File: src/rtl/reg_bank_pkg.sv
// Shared constants and helpers for the reg_bank register file.
// Default geometry and the address-width helper used by reg_bank and reg_bank_rdport.
package reg_bank_pkg;

  localparam int DEFAULT_WIDTH = 16;
  localparam int DEFAULT_DEPTH = 10;

  // Smallest address width that can index 'depth' registers (at least 1 bit).
  function automatic int addr_width(input int depth);
    int w;
    w = 1;
    for (int unsigned i = 1; i < 32; i++) begin
      if ((1 << w) < depth) w = w + 1;
    end
    return w;
  endfunction

endpackage

File: src/rtl/reg_bank_rdport.sv
// One registered read port of reg_bank: range check, zero fill, output register.
// Same-cycle write-to-read bypass is included when REG_BANK_BYPASS_EN is defined.
module reg_bank_rdport
  import reg_bank_pkg::*;
#(
  parameter int WIDTH = DEFAULT_WIDTH,
  parameter int DEPTH = DEFAULT_DEPTH,
  parameter int AW    = addr_width(DEFAULT_DEPTH)
) (
  input  logic             clk,
  input  logic             rst_n,
  input  logic             re,
  input  logic [AW-1:0]    raddr,
`ifdef REG_BANK_BYPASS_EN
  input  logic             we,
  input  logic [AW-1:0]    waddr,
  input  logic [WIDTH-1:0] wdata,
`endif
  input  logic [WIDTH-1:0] mem [DEPTH],
  output logic [WIDTH-1:0] rdata,
  output logic             oor
);

  localparam logic [AW:0] DEPTH_W = (AW+1)'(DEPTH);

  logic             in_range;
  logic [WIDTH-1:0] rdata_d;
  logic [WIDTH-1:0] rdata_q;

  always_comb begin
    in_range = ({1'b0, raddr} < DEPTH_W);
    oor      = re & ~in_range;
    rdata_d  = rdata_q;
    if (re) begin
      rdata_d = '0;
      if (in_range) begin
        rdata_d = mem[raddr];
`ifdef REG_BANK_BYPASS_EN
        // raddr is in range here, so a match also implies waddr is in range.
        if (we && (waddr == raddr)) rdata_d = wdata;
`endif
      end
    end
  end

  always_ff @(posedge clk or negedge rst_n) begin
    if (!rst_n) rdata_q <= '0;
    else        rdata_q <= rdata_d;
  end

  assign rdata = rdata_q;

endmodule

File: src/rtl/reg_bank.sv
// Register bank: one write port, two registered read ports, sticky range-error flag.
// Define REG_BANK_BYPASS_EN to make same-cycle reads of waddr return the new wdata.
module reg_bank
  import reg_bank_pkg::*;
#(
  parameter int WIDTH = DEFAULT_WIDTH,
  parameter int DEPTH = DEFAULT_DEPTH,
  parameter int AW    = addr_width(DEFAULT_DEPTH)
) (
  input  logic             clk,
  input  logic             rst_n,
  input  logic             we,
  input  logic [AW-1:0]    waddr,
  input  logic [WIDTH-1:0] wdata,
  input  logic             re,
  input  logic [AW-1:0]    raddr_a,
  input  logic [AW-1:0]    raddr_b,
  output logic [WIDTH-1:0] rdata_a,
  output logic [WIDTH-1:0] rdata_b,
  output logic             rvalid,
  input  logic             err_clr,
  output logic             err
);

  localparam logic [AW:0] DEPTH_W = (AW+1)'(DEPTH);

  logic [WIDTH-1:0] mem_d [DEPTH];
  logic [WIDTH-1:0] mem_q [DEPTH];
  logic             rvalid_d, rvalid_q;
  logic             err_d, err_q;
  logic             wr_in_range;
  logic             oor_a, oor_b;

  always_comb begin
    wr_in_range = ({1'b0, waddr} < DEPTH_W);
    mem_d       = mem_q;
    if (we && wr_in_range) mem_d[waddr] = wdata;
    rvalid_d = re;
    // A set event on this edge wins over a simultaneous clear.
    err_d = (we & ~wr_in_range) | oor_a | oor_b | (err_q & ~err_clr);
  end

  always_ff @(posedge clk or negedge rst_n) begin
    if (!rst_n) begin
      mem_q    <= '{default: '0};
      rvalid_q <= 1'b0;
      err_q    <= 1'b0;
    end else begin
      mem_q    <= mem_d;
      rvalid_q <= rvalid_d;
      err_q    <= err_d;
    end
  end

  reg_bank_rdport #(.WIDTH(WIDTH), .DEPTH(DEPTH), .AW(AW)) u_rd_a (
    .clk   (clk),
    .rst_n (rst_n),
    .re    (re),
    .raddr (raddr_a),
`ifdef REG_BANK_BYPASS_EN
    .we    (we),
    .waddr (waddr),
    .wdata (wdata),
`endif
    .mem   (mem_q),
    .rdata (rdata_a),
    .oor   (oor_a)
  );

  reg_bank_rdport #(.WIDTH(WIDTH), .DEPTH(DEPTH), .AW(AW)) u_rd_b (
    .clk   (clk),
    .rst_n (rst_n),
    .re    (re),
    .raddr (raddr_b),
`ifdef REG_BANK_BYPASS_EN
    .we    (we),
    .waddr (waddr),
    .wdata (wdata),
`endif
    .mem   (mem_q),
    .rdata (rdata_b),
    .oor   (oor_b)
  );

  assign rvalid = rvalid_q;
  assign err    = err_q;

endmodule

File: config.mk
export PLATFORM = sky130hd
export DESIGN_NAME = reg_bank
export DESIGN_NICKNAME = d
export VERILOG_FILES = /design/src/rtl/reg_bank_pkg.sv /design/src/rtl/reg_bank_rdport.sv /design/src/rtl/reg_bank.sv
export SDC_FILE = /design/constraint.sdc
export NUM_CORES = 1
export LEC_CHECK = 0
export CAP_MARGIN = 20
export CORE_UTILIZATION = 36
export DETAILED_ROUTE_END_ITERATION = 10
export PLACE_DENSITY = 0.64
export SYNTH_ARGS = -nofsm -noshare
export SYNTH_HDL_FRONTEND = slang
export SYNTH_HIERARCHICAL = 1
export SYNTH_SLANG_ARGS = --single-unit
File: constraint.sdc
create_clock -name clk -period 3.2 [get_ports clk]
set_input_delay 0.64 -clock clk [delete_from_list [all_inputs] [get_ports clk]]
set_output_delay 0.64 -clock clk [all_outputs]
set_load 0.005 [all_outputs]
**After elaboration in Yosys (flattened, before gate mapping)**

Cells that the tools add are included.

- Register bits after elaboration: 194
- Latch bits: 0
- Memory bits (writable): 0
- Memory bits (read-only): 0
- Input bits: 33
- Output and inout port bits: 34
- Word-level logic and storage cells: 48
- Memories: 0

- Add/sub/neg operators: 0
- Multiply operators: 0
- Divide/modulo/power cells: 0
- Order comparisons: 7
- Equality and inequality tests: 0
- Shift-type cells: 0
- Muxes and demuxes: 11
- Bitwise logic cells: 14
- Reduce and logical (&&, ||, !) cells: 2

Operators by type and width:

| cell | count |
|---|---|
| $bwmux W160 | 1 |
| $bmux W16 S4 | 2 |
| $mux W16 | 7 |
| $demux W16 S4 | 1 |
| $ge A5 B5 Y1 const B | 3 |
| $not A4 Y5 | 3 |
| $lt A4 B4 Y1 const B | 3 |
| $lt A5 B1 Y1 const B | 1 |
| $and A1 B1 Y1 | 4 |
| $not A1 Y1 | 4 |
| $or A1 B1 Y1 | 3 |
| $logic_and A1 B1 Y1 | 2 |

**Longest topological paths before layout**

Gate-level depths: netlist of run 1.

- Word-level depth: 6
- Gate-level depth with buffers: 7
- Mapped depth without buffers: 4

**Hierarchy**

The synthesis of run 1 kept the hierarchy.

Modules (own cells, without submodules):

| module | instances | cells each | area an instance (µm²) | sequential area each (µm²) |
|---|---|---|---|---|
| reg_bank | 1 | 373 | 6279.8 | 4053.9 |
| reg_bank_rdport | 2 | 202 | 2038.2 | 400.4 |

**Least setup slack after synthesis of run 1**

Ideal clock, no wire load.

- Path type: input to register
- Start: in waddr[2]
- End: reg mem_q[117] in the netlist's numbering
- Setup time: 125 ps
- Arrival: 1841 ps
- Data required time: 3075 ps
- Setup slack: 1234 ps
- Stages on the path: 5
- Buffers on the path: 3
- Cells stage by stage: buf_6 or4_4 buf_6 buf_8 mux2_4

- Longest elaborated chain between the ends: 6
- Elaborated cells on any way between the ends: 9
- Those cells by class: order compare: 3; mux: 3; bitwise: 1; reduce/logical: 2

Ends and longest elaborated chain:

| element | RTL line | RTL |
|---|---|---|
| start, declared | reg_bank.sv:13 | `input logic [AW-1:0] waddr,` |
| $not A4 Y5 (implied by the code) | reg_bank.sv:37 | `if (we && wr_in_range) mem_d[waddr] = wdata;` |
| $ge A5 B5 Y1 (implied by the code) / $lt A5 B1 Y1 (equally long branches) | reg_bank.sv:37 |  |
| $logic_and A1 B1 Y1 (implied by the code) | reg_bank.sv:37 |  |
| $mux W16 (implied by the code) | reg_bank.sv:37 |  |
| $demux W16 S4 | reg_bank.sv:37 |  |
| $bwmux W160 | reg_bank.sv:37 |  |
| end signal, assigned | reg_bank.sv:49 | `mem_q <= mem_d;` |
| end, declared | reg_bank.sv:28 | `logic [WIDTH-1:0] mem_q [DEPTH];` |

Several ways; a longest one is shown, not always the timed one.
A chain may end at the register's enable or synchronous reset.

**Worst setup path in the final report of run 1**

- Start: in waddr[0]
- End: reg mem_q[128] in the netlist's numbering

Same word-level chain as after synthesis.

==> flow_summary.ini, run 1 <==
[run_status]
status = finished, final reports clean

[logic_synthesis]
synth_ff_type = dfrtp_1
syn-num-nets = 810
ys_warn_count = 6
syn-instance-count = 777
yosysSeqAreaShare_pct = 46.9
synth_edf_count = 0
synth_area_sq_mm = 0.0104
yosysUniqueCellTypes = 35
synth_common_cells = dfrtp_1, mux2_2, mux2i_1
synth_top_area_cell = dfrtp_1
synth.top_cell.area_share_pct = 46.9
synth_area_leaders = dfrtp_1, mux2_2, mux2i_1
synth_most_common_cell = dfrtp_1
syn_area_per_cell_sq_um = 13.3
synthArstFlopShare_pct = 100
yosys_register_bits = 194

[power_and_ir_drop]
power_density_mw_per_mm2 = 612
p_int_w = 0.00527
power_leakage_nw = 5.11
switchingPower_w = 0.00194
clkPwrFrac_pct = 31.9
swShare_pct = 26.9
pwr-share-seq_pct = 46.5
vdd_drop_max_uv = 407
pwr-share-comb_pct = 21.6

[sta]
worstMarginPinSlew_ps = 1020
fin_crit_sh_pct = 68.2
hold_viol = 0
maxSlewViolCount = 0
skew_ps = 6.51
fin_setup_tns_ps = 0
setup_viol = 0
rsz0062_at_grt = no
min_period_ps = 2180
slew_headroom_pct = 32.0
fmax_mhz = 458

[detailed_routing]
first_iter_violations = 443
dr.pass1.iters = 4
via_per_inst = 5.42
wl_per_cell_um = 20.8
vias = 6537
drt-total-wl_um = 25100
drc = 0
ant_nets = 0

[layout]
fin_util_pct = 42.0
drive_above_1_share_pct = 31.9
fin_cells = 1205
num-nets-final = 847
num_antenna_cells = 0
area.growth.synth_to_final_pct = 13.7

[floorplan]
core_area_sq_mm = 0.0280
die_x_um = 172
fp-row-count = 61
dieArea_sq_mm = 0.0295
start_util_pct = 37.0
floorplan.io_pins = 67
die_h_um = 172

[critical_path]
worstPathMaxFanout = 16
startpoint_type = input port
critPathCaptureType = flip-flop
critPathKind = input port to flip-flop
required_ps = 3520
crit_arrival_ps = 2500

[clocking]
post_cts_buffers = 0
cts_sinks = 194
path_clk_slew_ps = 70
clock_latency_ps = 430
clock-root-buffer = clkbuf_16
ctsLongestPathBuffers = 2
h-tree-depth = 4
cts_made_buffers = 17
ctsResizeCount = 0
cts_tree = built
cts_hold_buf = 0

[place]
portBuffers = 66
gp_congestion = 0.807
hpwlAfterDp_um = 15600
placed_cells_incl_taps = 1173

[grt]
grt_pass1_wl_um = 40000
antenna_found_initial = 0
grt-ovfl-total = 0
grt_pass1_vias = 6815
grt_start_max_net_pins = 67
grt.total_usage_pct = 18.2

[min_path]
min_path_type = input port to asynchronous set/reset pin

[flow_run]
cap_violations = 0
==> cells by family after synthesis <==
| logic type | after synthesis | share of synthesized area [%] |
|---|---|---|
| multiplexers | 320 | 36.5 |
| flip-flops | 194 | 46.9 |
| AO/OA/AOI/OAI | 117 | 7.01 |
| buffers and inverters | 79 | 6.09 |
| AND/OR/NAND/NOR | 67 | 3.48 |
==> power groups by stage <==
stage	clock, W	combinational, W	sequential [W]
2_1_floorplan	0	0.00116	0.00329
3_3_place_gp	0	0.00153	0.00337
3_5_place_dp	0	0.00156	0.00339
4_1_cts	0.00234	0.00157	0.00335
5_1_grt	0.00244	0.00171	0.00344
6_report	0.00230	0.00156	0.00335
==> layout by cell type, fill, tap and decap left out <==
| master | Yosys | layout |
|---|---|---|
| nand2_1 | 14 | 14 |
| buf_4 | 2 | 29 |
| clkbuf_16 | 0 | 17 |
| o21ai_0 | 4 | 4 |
| bufinv_16 | 0 | 4 |
| nor2_1 | 13 | 12 |
| dfrtp_1 | 194 | 194 |
| mux2i_1 | 128 | 128 |
| inv_6 | 0 | 1 |
| or2_1 | 2 | 2 |
| clkinvlp_4 | 0 | 2 |
| nand3b_1 | 2 | 2 |
| buf_12 | 7 | 4 |
| nor2b_1 | 2 | 2 |
| nand2b_1 | 3 | 3 |
| a22oi_1 | 26 | 26 |
| nor2_2 | 1 | 2 |
| clkdlybuf4s50_1 | 0 | 62 |
| a21oi_1 | 32 | 32 |
| clkinv_2 | 0 | 2 |
| clkbuf_1 | 18 | 1 |
| a31oi_1 | 6 | 6 |
| mux2_2 | 153 | 153 |
| and2b_1 | 2 | 2 |
| mux2_4 | 13 | 13 |
| or4_4 | 1 | 1 |
| o211ai_1 | 27 | 27 |
| buf_2 | 16 | 1 |
| clkbuf_8 | 0 | 3 |
| nor3b_2 | 2 | 2 |
| nor3_2 | 1 | 1 |
| or3_1 | 2 | 2 |
| nand4_1 | 6 | 6 |
| clkinv_4 | 0 | 3 |
| and3_1 | 2 | 2 |
| o21ai_1 | 22 | 22 |
| mux4_2 | 26 | 26 |
| nand3_1 | 14 | 14 |
==> worst paths after layout <==
check                                              end  slack (ps)  depth (start not counted)             startpoint
max                             mem_q[128]$_DFFE_PN0P_        1020                          4               waddr[0]
min                        u_rd_b/rdata[9]$_DFFE_PN0P_         190                          1                  rst_n
max reg2reg                u_rd_a/rdata[0]$_DFFE_PN0P_        1770                          3  mem_q[32]$_DFFE_PN0P_
min reg2reg                              err$_DFF_PN0_         500                          2          err$_DFF_PN0_
max in group asynchronous        mem_q[88]$_DFFE_PN0P_        2110                          2                  rst_n
min in group clk                         err$_DFF_PN0_         500                          2          err$_DFF_PN0_
==> routing by layer <==
metal | up-vias | track usage (%) | routed length [um]
li1 | 2973 | - | -
met1 | 3389 | 23.8 | 11200
met2 | 148 | 30.4 | 12300
met3 | 27 | 3.27 | 1160
met4 | 0 | 5.94 | 461
met5 | - | 0 | 0
==> per-stage QoR <==
step           cell area, sq um  hold WS, ps  power, W  setup WS [ps]
3_5_place_dp              11100          494   0.00496            535
3_3_place_gp              11100          494   0.00490            543
2_1_floorplan             10400          344   0.00445           1230
5_1_grt                   11800          251   0.00759            950
4_1_cts                   11800          223   0.00726            996
6_report                  11800          191   0.00721           1020
==> critical path, stage by stage <==
cell	delay, ps
clkdlybuf4s50_1	570
nand3b_1	160
or3_1	690
mux2_4	420
==> state kept, by name (all words and copies together), names as in the netlist <==
| signal | count |
|---|---|
| u_rd_a/rdata | 16 |
| err | 1 |
| mem_q | 160 |
| rvalid | 1 |
| u_rd_b/rdata | 16 |
==> layout make-up <==
class                           instances  area (sq um)
Clock buffer                           20           457
Clock inverter                         12           180
Fill cell                            2633         16200
Multi-Input combinational cell        504          4870
Sequential cell                       194          4850
Tap cell                              378           473
Timing Repair Buffer                   97           937
(Power assumes the default switching activity.)
==> inputs of run 2 (changes only) <==
Settings changed: PLACE_DENSITY 0.64 to 0.66.
Clock period 3.2 ns to 1.9 ns, I/O delays scaled along.
==> run 2 against run 1 <==
Against the previous run: power increased by 66%; non-clock buffer count is 45 higher; clock-buffer cell count decreased by 2; design area increased by 4.4%; via count is 3.4% higher; worst setup slack lost 870 ps; combinational power up 77%; routed wire length is 4.4% higher; critical endpoint is now rdata_b[0].
==> flow_summary.ini, run 2 (synthesis results as in run 1) <==
[layout]
nFillCells = 2583
drive_above_1_share_pct = 35.3
regArea_sq_mm = 0.00485
fin_util_pct = 43.9
multiInputGateArea_sq_mm = 0.00488
layout_commonest_cell = dfrtp_1
num-nets-final = 892
top_register = mem_q
fin_cells = 1250
fin_area_sq_mm = 0.0123
largest_register_ffs = 160
area.growth.synth_to_final_pct = 18.7
num_antenna_cells = 0
final_cell_mix = dfrtp_1, mux2_2, mux2i_1

[place]
place_area_sq_mm = 0.0117
placed_cells_incl_taps = 1217
hpwlAfterDp_um = 17400
portBuffers = 66
gp_congestion = 0.767

[clocking]
post_cts_buffers = 0
ctsResizeCount = 0
path_clk_slew_ps = 70
ctsLongestPathBuffers = 2
cts_tree = built
clock_latency_ps = 430
h-tree-depth = 4
clock-root-buffer = clkbuf_16
cts_hold_buf = 1
cts_sinks = 194
cts_made_buffers = 17

[grt]
grt.total_usage_pct = 18.7
grt_pass1_vias = 7007
grt_pass1_wl_um = 40600
grt-ovfl-total = 0
antenna_found_initial = 1
grt_start_max_net_pins = 94

[critical_path]
crit_arrival_ps = 1370
worstPathMaxFanout = 2
worstReg2RegEnd = u_rd_a/rdata[0]$_DFFE_PN0P_
timing.rr.start = mem_q[32]$_DFFE_PN0P_
startpoint_type = flip-flop
critPathTopFamily = buffers and inverters
slowest_delay_ps = 530
startpoint = u_rd_b/rdata[0]$_DFFE_PN0P_
critPathCaptureType = output pin
crit_path_cell_trace = clkdlybuf4s50_1
r2r_cells = 3
critPathBufInv = 1
slowest_stage = clkdlybuf4s50_1
rrSetupSlack_ps = 550
required_ps = 1520
critPathKind = flip-flop to output pin

[power_and_ir_drop]
power_leakage_nw = 5.39
power_density_mw_per_mm2 = 973
power_w = 0.0120
vdd_drop_max_uv = 617

[min_path]
hold_depth = 2
min_path_type = input port to flip-flop
holdPathEnd = rvalid$_DFF_PN0_
min-delay-start = re

[detailed_routing]
drc = 0
wl_per_cell_um = 21.0
ant_nets = 0
first_iter_violations = 433
dr.pass1.iters = 6
drt-total-wl_um = 26200
via_per_inst = 5.41
vias = 6758

[sta]
hold_ws_ps = 371
skew_ps = 8.43
slew_headroom_pct = 71.3
rsz0062_at_grt = no
fin_crit_sh_pct = 92.2
worstMarginPinSlew_ps = 430
min_period_ps = 1750
hold_viol = 0
fmax_mhz = 571
maxSlewViolCount = 0
setup_viol = 0

[floorplan]
dieArea_sq_mm = 0.0295
core_area_sq_mm = 0.0280
fp-row-count = 61
die_x_um = 172
start_util_pct = 37.0
die_h_um = 172
floorplan.io_pins = 67

[run_status]
status = finished, final reports clean

[flow_run]
cap_violations = 0
run 2: changes by cell type in the layout (fill, tap and decap cells not counted), moves of 2 or more:
cell	delta
buf_4	+25
inv_6	+5
bufinv_16	-3
inv_8	+2
buf_12	+19
clkbuf_8	-2
run 2: stage by stage:
stage	TNS (ps)	worst slack, ps
floorplan	0	194
global placement	-24910	-236
detailed placement	-28250	-264
CTS	0	131
global route	0	96.0
finish	0	149
run 2: metal layers:
| metal | part of all wire (%) | vias up | global-route usage (%) |
|---|---|---|---|
| li1 | - | 3070 | - |
| met1 | 44 | 3472 | 23.9 |
| met2 | 49 | 169 | 31.4 |
| met3 | 4.6 | 45 | 3.29 |
| met4 | 2.5 | 2 | 6.79 |
| met5 | 0.050 | - | 0 |
run 2: layout make-up:
| class | instances | area share, % |
|---|---|---|
| clock buffers | 18 | 3.49 |
| clock inverters | 14 | 1.16 |
| multi-input cells | 504 | 39.7 |
| flip-flops and latches | 194 | 39.5 |
| well taps | 378 | 3.85 |
| repair buffers | 142 | 12.3 |
run 2: how the worst max path moves through the flow:
stage	cells past startpoint	end	slack [ps]
floorplan	5	mem_q[117]$_DFFE_PN0P_	190
global placement	5	mem_q[132]$_DFFE_PN0P_	-240
detailed placement	6	mem_q[67]$_DFFE_PN0P_	-260
CTS	1	rdata_b[0]	130
global route	1	rdata_b[0]	100
finish	1	rdata_b[0]	150
run 2: power breakdown:
| part | switching [W] | internal [W] |
|---|---|---|
| clock | 0.00169 | 0.00185 |
| sequential | 0.000636 | 0.00502 |
| combinational | 0.00109 | 0.00167 |
| total | 0.00342 | 0.00854 |
==> inputs of run 3 (changes only) <==
Settings changed: CORE_UTILIZATION 36 to 54, PLACE_DENSITY 0.66 to 0.88.
==> run 3 against run 2 <==
Against the previous run: die area down 33%; flip-flop and latch count unchanged; critical path depth unchanged; maximum frequency down 0.58%; design area down 1.6%; combinational power up 2%; clock power up 4%; core utilization up 21 points; worst setup slack worse by 10 ps; clock-buffer cell count up 7; largest cell class unchanged.
==> flow_summary.ini, run 3 (synthesis results as in run 1) <==
[grt]
grt_start_max_net_pins = 51
grt-ovfl-total = 0
grt_pass1_vias = 7630
grt_pass1_wl_um = 42300
antenna_found_initial = 0
grt.total_usage_pct = 28.6

[critical_path]
slowest_stage = clkdlybuf4s50_1
critPathCaptureType = output pin
critPathTopFamily = buffers and inverters
slowest_delay_ps = 520
critPathKind = flip-flop to output pin
crit_path_cell_trace = clkdlybuf4s50_1
startpoint_type = flip-flop
critPathBufInv = 1
crit_arrival_ps = 1380
required_ps = 1520
worstPathMaxFanout = 2

[clocking]
cts_sinks = 194
ctsResizeCount = 0
post_cts_buffers = 0
path_clk_slew_ps = 70
cts_hold_buf = 1
cts_made_buffers = 17
cts_tree = built
clock_latency_ps = 440
ctsLongestPathBuffers = 2
h-tree-depth = 4
clock-root-buffer = clkbuf_16

[floorplan]
start_util_pct = 55.2
dieArea_sq_mm = 0.0197
floorplan.io_pins = 67
core_area_sq_mm = 0.0188
die_h_um = 140
fp-row-count = 50
die_x_um = 140

[sta]
skew_ps = 9.95
worstMarginPinSlew_ps = 515
fin_crit_sh_pct = 92.7
maxSlewViolCount = 0
fmax_mhz = 568
setup_viol = 0
rsz0062_at_grt = no
hold_viol = 0
slew_headroom_pct = 65.7
min_period_ps = 1760

[place]
portBuffers = 66
gp_congestion = 0.797
hpwlAfterDp_um = 16800
place_area_sq_mm = 0.0115

[layout]
drive_above_1_share_pct = 34.5
layout_commonest_cell = dfrtp_1
final_cell_mix = dfrtp_1, mux2_2, mux2i_1
area.growth.synth_to_final_pct = 16.8
fin_area_sq_mm = 0.0121
largest_register_ffs = 160
num-nets-final = 884
top_register = mem_q
nFillCells = 1293

[detailed_routing]
vias = 7150
ant_nets = 0
wl_met2_um = 13300
first_iter_violations = 638
via_per_inst = 6.51
met3_length_um = 1900
drc = 0
wl_per_cell_um = 24.3
dr.pass1.iters = 6
highest_layer = met4
drt-total-wl_um = 26700
wl_met1_um = 10300

[power_and_ir_drop]
power_w = 0.0122
power_density_mw_per_mm2 = 1010
power_leakage_nw = 5.37
vdd_drop_max_uv = 552

[min_path]
min_path_type = input port to asynchronous set/reset pin

[run_status]
status = finished, final reports clean

[flow_run]
cap_violations = 0
## run 3: cell types whose count changed in the layout (fill, tap and decap cells not counted), moves of 2 or more
cell | previous run | this run
clkbuf_8 | 1 | 6
inv_6 | 6 | 2
inv_8 | 2 | 0
buf_4 | 54 | 45
clkinv_4 | 2 | 0
clkbuf_1 | 1 | 3
## run 3: worst reg2reg max path, delay by kind of cell, from the launching register on
| kind | cells | cell delay, ps |
|---|---|---|
| AO/OA/AOI/OAI | 1 | 120 |
| flip-flops | 1 | 390 |
| multiplexers | 2 | 780 |
## run 3: where the power goes
group          total, W  internal, W  switching [W]
Combinational   0.00282      0.00166        0.00116
Sequential      0.00572      0.00502       0.000698
Clock           0.00369      0.00212        0.00157
## run 3: cell type report
type	count	area [sq um]	area share [%]
multi-input combinational	504	4870	40.3
clock inverter	7	95.1	0.786
sequential	194	4850	40.1
antenna	1	2.50	0.0207
timing repair buffer	134	1470	12.1
tap	234	293	2.42
clock buffer	25	505	4.18
## run 3: path summary, 6_finish.rpt
path	to	slack [ps]	cells past startpoint	from
setup / recovery	rdata_a[0]	140	1	u_rd_a/rdata[0]$_DFFE_PN0P_
hold / removal	u_rd_a/rdata[1]$_DFFE_PN0P_	430	2	rst_n
setup reg to reg	u_rd_b/rdata[7]$_DFFE_PN0P_	490	3	mem_q[39]$_DFFE_PN0P_
hold reg to reg	err$_DFF_PN0_	520	2	err$_DFF_PN0_
max in group asynchronous	u_rd_b/rdata[10]$_DFFE_PN0P_	830	3	rst_n
min in group clk	u_rd_a/rdata[1]$_DFFE_PN0P_	450	2	re
## run 3: stage by stage
step | cells | util (%) | hold slack [ps] | TNS (ps) | worst slack (ps)
floorplan | 777 | - | 84.4 | 0 | 194
finish | 1099 | 64.4 | 427 | 0 | 138
global placement | 1065 | 61.2 | 332 | -23750 | -200
CTS | 1098 | 64.4 | 428 | 0 | 137
global route | 1098 | 64.4 | 460 | 0 | 117
detailed placement | 1065 | 61.2 | 335 | -28140 | -226
## run 3: per-layer routing
| metal | up-vias | global-route usage (%) |
|---|---|---|
| met3 | 103 | 5.57 |
| met1 | 3667 | 35.0 |
| li1 | 3043 | - |
| met4 | 0 | 16.2 |
| met2 | 337 | 47.6 |
| met5 | - | 0 |
